**src/rtl/sha_stream_if.sv**
```systemverilog
// Handshake bundle for sha_stream: byte input, SHA core start/result, and digest output.
// The block itself uses the slave modport; the surrounding system uses the master modport.
interface sha_stream_if #(
    parameter int Nl = 64,
    parameter int Nk = 256
);
    logic [7:0]    In_Data;
    logic          In_Valid;
    logic          In_Last;
    logic          In_Ready;

    logic [7:0]    Sha_Data [0:Nl-1];
    logic          Sha_Enable;
    logic [Nk-1:0] Sha_Hash;
    logic          Sha_Ready;

    logic [Nk-1:0] Out_Hash;
    logic          Out_Valid;
    logic          Out_Ready;

    modport slave (
        input  In_Data, In_Valid, In_Last,
        output In_Ready,
        output Sha_Data, Sha_Enable,
        input  Sha_Hash, Sha_Ready,
        output Out_Hash, Out_Valid,
        input  Out_Ready
    );

    modport master (
        output In_Data, In_Valid, In_Last,
        input  In_Ready,
        input  Sha_Data, Sha_Enable,
        output Sha_Hash, Sha_Ready,
        input  Out_Hash, Out_Valid,
        output Out_Ready
    );
endinterface

```
**src/rtl/sha_stream.sv**
```systemverilog
// Byte-stream front end for the SHA core: packs bytes into an Nl-byte buffer, starts the core, returns the digest.
// Optional result watchdog compiled in with SHA_STREAM_TIMEOUT_EN.
module sha_stream #(
    parameter int Nl = 64,
    parameter int Nk = 256,
    parameter int Nt = 4096
) (
    input  logic        clk,
    input  logic        rst,
    sha_stream_if.slave bus,
    output logic        Error
);

    localparam int CW = $clog2(Nl + 1);

    typedef enum logic [1:0] {
        LOAD,
        START,
        WAIT,
        OUTPUT
    } state_t;

    state_t        state;
    state_t        state_nxt;
    logic [CW-1:0] count;
    logic [7:0]    buffer [0:Nl-1];
    logic [Nk-1:0] out_hash;
    logic          run_en;

    logic          in_ready;
    logic          accept;
    logic          msg_end;
    logic          hash_take;
    logic          out_take;
    logic          wd_expire;
    logic          clear_buf;

    if (Nl < 1 || Nt < 2) begin : g_cfg_check
        $error("sha_stream: Nl must be at least 1 and Nt at least 2");
    end

`ifdef SHA_STREAM_TIMEOUT_EN
    localparam int WW = $clog2(Nt);
    logic [WW-1:0] wd_count;
`endif

    // run_en keeps In_Ready low while reset is held and through the release cycle,
    // without giving In_Ready a combinational path from the reset pin.
    assign in_ready       = (state == LOAD) && run_en;
    assign bus.In_Ready   = in_ready;
    assign bus.Sha_Enable = (state == START);
    assign bus.Out_Valid  = (state == OUTPUT);
    assign bus.Out_Hash   = out_hash;
    assign bus.Sha_Data   = buffer;

    assign accept    = bus.In_Valid && in_ready;
    assign msg_end   = accept && (bus.In_Last || (count == CW'(Nl - 1)));
    assign clear_buf = out_take || wd_expire;

    always_comb begin
        state_nxt = state;
        hash_take = 1'b0;
        out_take  = 1'b0;
        wd_expire = 1'b0;
        case (state)
            LOAD: begin
                if (msg_end) state_nxt = START;
            end
            START: begin
                state_nxt = WAIT;
            end
            WAIT: begin
                if (bus.Sha_Ready) begin
                    hash_take = 1'b1;
                    state_nxt = OUTPUT;
                end
`ifdef SHA_STREAM_TIMEOUT_EN
                else if (wd_count == WW'(Nt - 1)) begin
                    wd_expire = 1'b1;
                    state_nxt = LOAD;
                end
`endif
            end
            OUTPUT: begin
                if (bus.Out_Ready) begin
                    out_take  = 1'b1;
                    state_nxt = LOAD;
                end
            end
            default: state_nxt = LOAD;
        endcase
    end

    always_ff @(posedge clk or negedge rst) begin
        if (!rst) begin
            state    <= LOAD;
            run_en   <= 1'b0;
            count    <= '0;
            out_hash <= '0;
        end else begin
            state  <= state_nxt;
            run_en <= 1'b1;
            if (clear_buf) begin
                count <= '0;
            end else if (accept) begin
                count <= count + CW'(1);
            end
            if (hash_take) begin
                out_hash <= bus.Sha_Hash;
            end
        end
    end

    // Unwritten positions stay zero, so short messages arrive zero-filled.
    always_ff @(posedge clk or negedge rst) begin
        if (!rst) begin
            for (int i = 0; i < Nl; i++) buffer[i] <= 8'h00;
        end else begin
            for (int i = 0; i < Nl; i++) begin
                if (clear_buf) begin
                    buffer[i] <= 8'h00;
                end else if (accept && (count == CW'(i))) begin
                    buffer[i] <= bus.In_Data;
                end
            end
        end
    end

`ifdef SHA_STREAM_TIMEOUT_EN
    // Cleared while in START so the first WAIT cycle counts from zero.
    always_ff @(posedge clk or negedge rst) begin
        if (!rst) begin
            wd_count <= '0;
        end else if (state == START) begin
            wd_count <= '0;
        end else if (state == WAIT) begin
            wd_count <= wd_count + WW'(1);
        end
    end

    assign Error = wd_expire;
`else
    assign Error = 1'b0;
`endif

endmodule

```
**src/flat_wrapper.sv**
```systemverilog
// flat-port wrapper written by rule: the top's interface ports become plain ports
module sha_stream_flat 
#(
    parameter int Nl = 64,
    parameter int Nk = 256,
    parameter int Nt = 4096
)
  (clk, rst, Error, bus_In_Data, bus_In_Valid, bus_In_Last, bus_In_Ready, bus_Sha_Data, bus_Sha_Enable, bus_Sha_Hash, bus_Sha_Ready, bus_Out_Hash, bus_Out_Valid, bus_Out_Ready);
  sha_stream_if #(.Nl(Nl), .Nk(Nk)) bus_i ();
  input  logic clk;
  input  logic rst;
  output logic Error;
  input wire logic [$bits(bus_i.In_Data)-1:0] bus_In_Data;
  input wire logic [$bits(bus_i.In_Valid)-1:0] bus_In_Valid;
  input wire logic [$bits(bus_i.In_Last)-1:0] bus_In_Last;
  output wire logic [$bits(bus_i.In_Ready)-1:0] bus_In_Ready;
  output wire logic [$bits(bus_i.Sha_Data)-1:0] bus_Sha_Data;
  output wire logic [$bits(bus_i.Sha_Enable)-1:0] bus_Sha_Enable;
  input wire logic [$bits(bus_i.Sha_Hash)-1:0] bus_Sha_Hash;
  input wire logic [$bits(bus_i.Sha_Ready)-1:0] bus_Sha_Ready;
  output wire logic [$bits(bus_i.Out_Hash)-1:0] bus_Out_Hash;
  output wire logic [$bits(bus_i.Out_Valid)-1:0] bus_Out_Valid;
  input wire logic [$bits(bus_i.Out_Ready)-1:0] bus_Out_Ready;
  assign bus_i.In_Data = bus_In_Data;
  assign bus_i.In_Valid = bus_In_Valid;
  assign bus_i.In_Last = bus_In_Last;
  assign bus_In_Ready = bus_i.In_Ready;
  assign bus_Sha_Data = {>>{bus_i.Sha_Data}};
  assign bus_Sha_Enable = bus_i.Sha_Enable;
  assign bus_i.Sha_Hash = bus_Sha_Hash;
  assign bus_i.Sha_Ready = bus_Sha_Ready;
  assign bus_Out_Hash = bus_i.Out_Hash;
  assign bus_Out_Valid = bus_i.Out_Valid;
  assign bus_i.Out_Ready = bus_Out_Ready;
  sha_stream #(.Nl(Nl), .Nk(Nk), .Nt(Nt)) u_core (.clk(clk), .rst(rst), .bus(bus_i), .Error(Error));
endmodule
```
**config.mk**
```make
export PLATFORM = sky130hd
export DESIGN_NAME = sha_stream_flat
export DESIGN_NICKNAME = d
export VERILOG_FILES = /design/src/rtl/sha_stream_if.sv /design/src/rtl/sha_stream.sv /design/src/flat_wrapper.sv
export SDC_FILE = /design/constraint.sdc
export NUM_CORES = 1
export LEC_CHECK = 0
export CORE_AREA = 2 2 404 406
export CTS_BUF_LIST = sky130_fd_sc_hd__clkbuf_8
export DETAILED_ROUTE_END_ITERATION = 12
export DIE_AREA = 0 0 406 408
export PLACE_DENSITY = 0.38
export SYNTH_ARGS = -nofsm -noshare
export SYNTH_HDL_FRONTEND = slang
export SYNTH_SLANG_ARGS = --single-unit
export TNS_END_PERCENT = 10
```
**constraint.sdc**
```tcl
create_clock -name clk -period 2.6 [get_ports clk]
set_clock_uncertainty 0.2 [all_clocks]
set_input_delay 0.52 -clock clk [delete_from_list [all_inputs] [get_ports clk]]
set_output_delay 0.52 -clock clk [all_outputs]
set_load 0.02 [all_outputs]
```
==> results.yml, run 1 <==
detailed_routing:
  vias_per_cell: 4.036
  wl_per_cell_microns: 25.87
  drt-total-wl_microns: 167300
  drt-pass1-iter-count: 5
  drc: 0
  drt_iter0_drc: 1580
  ant_nets: 0
  via_count: 26100
layout:
  syn_to_final_growth_pct: 60.94
  nFillCells: 16950
  fin_cells: 6467
  drive_gt1_share_pct: 18.21
  final_nets: 4455
die:
  io-pin-count: 1042
  dieArea_sq_um: 165600
  die_x_microns: 406
  coreArea_sq_um: 161700
  start_util_pct: 19.18
  fp.dieH_microns: 408
  rows: 148
setup_path:
  path_delay_family: "buffers and inverters"
  cp.depth: 1
  path_max_fanout: 2
  crit_type: "register to primary output"
  slowest_delay_ns: 0.57
  critical_path_required_ns: 1.88
  rr_startpoint: "u_core.state[1]"
  reg2reg_to: "u_core.bus.Sha_Data[147]"
  crit_start: "u_core.bus.Out_Hash[77]"
  cp.arrival_ns: 1.81
  worst-path-buf-inv: 1
  slowest_stage: "clkdlybuf4s15_1"
  reg2regPathDepth: 8
  critPathLaunchType: "register"
  crit_path_end: "bus_Out_Hash[77]"
  end_kind: "primary output"
  path_cells: "clkdlybuf4s15_1"
  r2r_slack_ns: 0.38
global_routing:
  antenna_found_initial: 28
  grt_max_degree: 94
  grt_pass1_vias: 27130
  grt_overflow: 0
  grt_pass1_wl_microns: 230400
  grt_use_total_pct: 19.92
power:
  total_leakage_power_nw: 24.15
  ir_worst_vdd_v: 0.0005502
  power_density_nw_per_um2: 869.1
clock_tree:
  clockRootBuffer: "clkbuf_8"
  clk_path_buf_depth: 3
  cts_tree: "done"
  clk_transition_reported_paths_ns: 0.06
  cts_inserted_buffers: 154
  clock_latency_ns: 0.86
  clkSinkCount: 778
  htree_num_levels: 4
logic_synthesis:
  synth_edf_count: 0
  yosysMostFrequentCell: "nand2_1"
  ys.flop_type: "dfrtp_1"
  synth_warnings: 0
  synth_nets: 3082
  avgSynthCellArea_sq_um: 11.06
  synth_common_cells: "nand2_1 (817), dfrtp_1 (778), o21ai_0 (306)"
  synth_top_cell_area_share_pct: 62.78
  synthesis.area_sq_um: 31010
  synthTopCellsByArea: "dfrtp_1 (63%), nand2_1 (9.9%), mux2_2 (9.3%)"
  yosysUniqueCellTypes: 39
  async_flop_share_pct: 100.0
  synth_seq_area_share_pct: 62.78
  synth_cells: 2804
  synth_top_cell_by_area: "dfrtp_1"
  ys_seq_elements: 778
place:
  numPortBuffers: 1040
  gp_congestion: 0.8668
  pre_cts_ws_ns: 0.05560
  dp.cells: 6020
  hpwl_microns: 128100
sta:
  setup_slack_ns: 0.07343
  final-hold-violation-count: 0
  max_slew_margin_pct: 41.29
  fmax_mhz: 395.8
  fin_crit_sh_pct: 97.18
  rsz0062_at_grt: "yes"
  final-setup-viol-count: 0
  slew_viol_final: 0
  worst_pin_slew_ns: 0.8777
  post-route-min-period_ns: 2.527
worst_hold_path:
  hold_class: "input port to register"
  min_path_cells: 2
outcome:
  outcome: "completed"
run:
  cap_violations: 0
## stage by stage
step	total power, mW	setup TNS, ns	area, sq um	utilization [%]	hold slack [ns]
finish	43.38	0	49910	30.87	0.09472
global placement	32.38	0	45970	28.43	0.2821
floorplan	22.33	0	31010	-	0.02441
global route	45.39	-0.07542	49900	30.87	-0.007698
CTS	44.15	-0.1850	49870	30.85	0.0005682
detailed placement	32.31	0	45970	28.43	0.2847
## how the worst min path moves through the flow
| stage | slack [ns] | startpoint | endpoint |
|---|---|---|---|
| CTS | 0.0006 | bus_Sha_Hash[62] | u_core.bus.Out_Hash[62] |
| floorplan | 0.02 | rst | u_core.bus.Out_Hash[0] |
| detailed placement | 0.28 | rst | u_core.bus.Out_Hash[75] |
| global route | -0.008 | bus_Sha_Hash[62] | u_core.bus.Out_Hash[62] |
| finish | 0.09 | bus_Sha_Hash[5] | u_core.bus.Out_Hash[5] |
| global placement | 0.28 | rst | u_core.bus.Out_Hash[75] |
## layout by cell type (no fill, tap or decap), types with 59 or more instances in the layout
master / count
dlygate4sd3_1: 175
dfrtp_1: 776
buf_12: 88
buf_4: 132
nor2_1: 71
dlygate4sd2_1: 737
mux2i_1: 98
o21ai_1: 111
clkbuf_8: 192
o21ai_0: 306
clkdlybuf4s50_1: 268
inv_1: 59
mux2_2: 256
nand2_1: 813
## routing by layer
| layer | share of wire (%) | vias to the layer above | track usage (%) |
|---|---|---|---|
| met4 | 2.5 | 0 | 5.301 |
| met3 | 6.8 | 212 | 5.804 |
| met2 | 50 | 838 | 34.09 |
| met5 | 0 | - | 0 |
| met1 | 41 | 12990 | 24.25 |
| li1 | - | 12060 | - |
## report_power, final
| group | switching, mW | leakage [nW] | internal [mW] |
|---|---|---|---|
| Sequential | 1.39 | 10.3 | 14.4 |
| Combinational | 9.35 | 12.1 | 5.60 |
| Clock | 5.78 | 1.77 | 6.91 |
## registers in the layout, summed over array words and instances, names as in the netlist
name	cells
u_core.count	7
u_core.bus.Sha_Data	512
u_core.run_en	1
u_core.bus.Out_Hash	256
u_core.state	2
## final cells by class
type	count	area, sq um	area share, %
clock inverter	70	410.4	0.8223
sequential	778	19470	39.01
clock buffer	192	2643	5.295
tap	2175	2721	5.453
antenna	9	22.52	0.04513
multi-input combinational	1810	10690	21.42
timing repair buffer	1427	13930	27.91
inverter	6	22.52	0.04513
## logic make-up after synthesis
logic type,synth area share (%)
simple gates,14.44
xor+xnor,0.1130
compound gates,6.819
other cells,0.02422
flops,62.78
fa+ha+maj,0.3228
buf+inv,3.002
mux,12.50
## timing repair
item / CTS / global route
pin swaps: 0 / 1
hold buffers: 175 / 0
setup endpoints to repair: 763 / 5
buffers inserted: 0 / 1
gates resized for setup: 813 / 7
endpoints found under the hold margin: 876 / 0
No activity file was read; power rests on OpenSTA's default activity.
==> inputs of run 2 (changes only) <==
--- a/config.mk
+++ b/config.mk
@@ -7,6 +7,7 @@
 export LEC_CHECK = 0
 export CORE_AREA = 2 2 404 406
 export CTS_BUF_LIST = sky130_fd_sc_hd__clkbuf_8
+export CTS_CLUSTER_SIZE = 30
 export DETAILED_ROUTE_END_ITERATION = 12
 export DIE_AREA = 0 0 406 408
 export PLACE_DENSITY = 0.38
==> results of run 2 <==
Same layout as run 1: the final DEF is identical, and so are final timing and power.
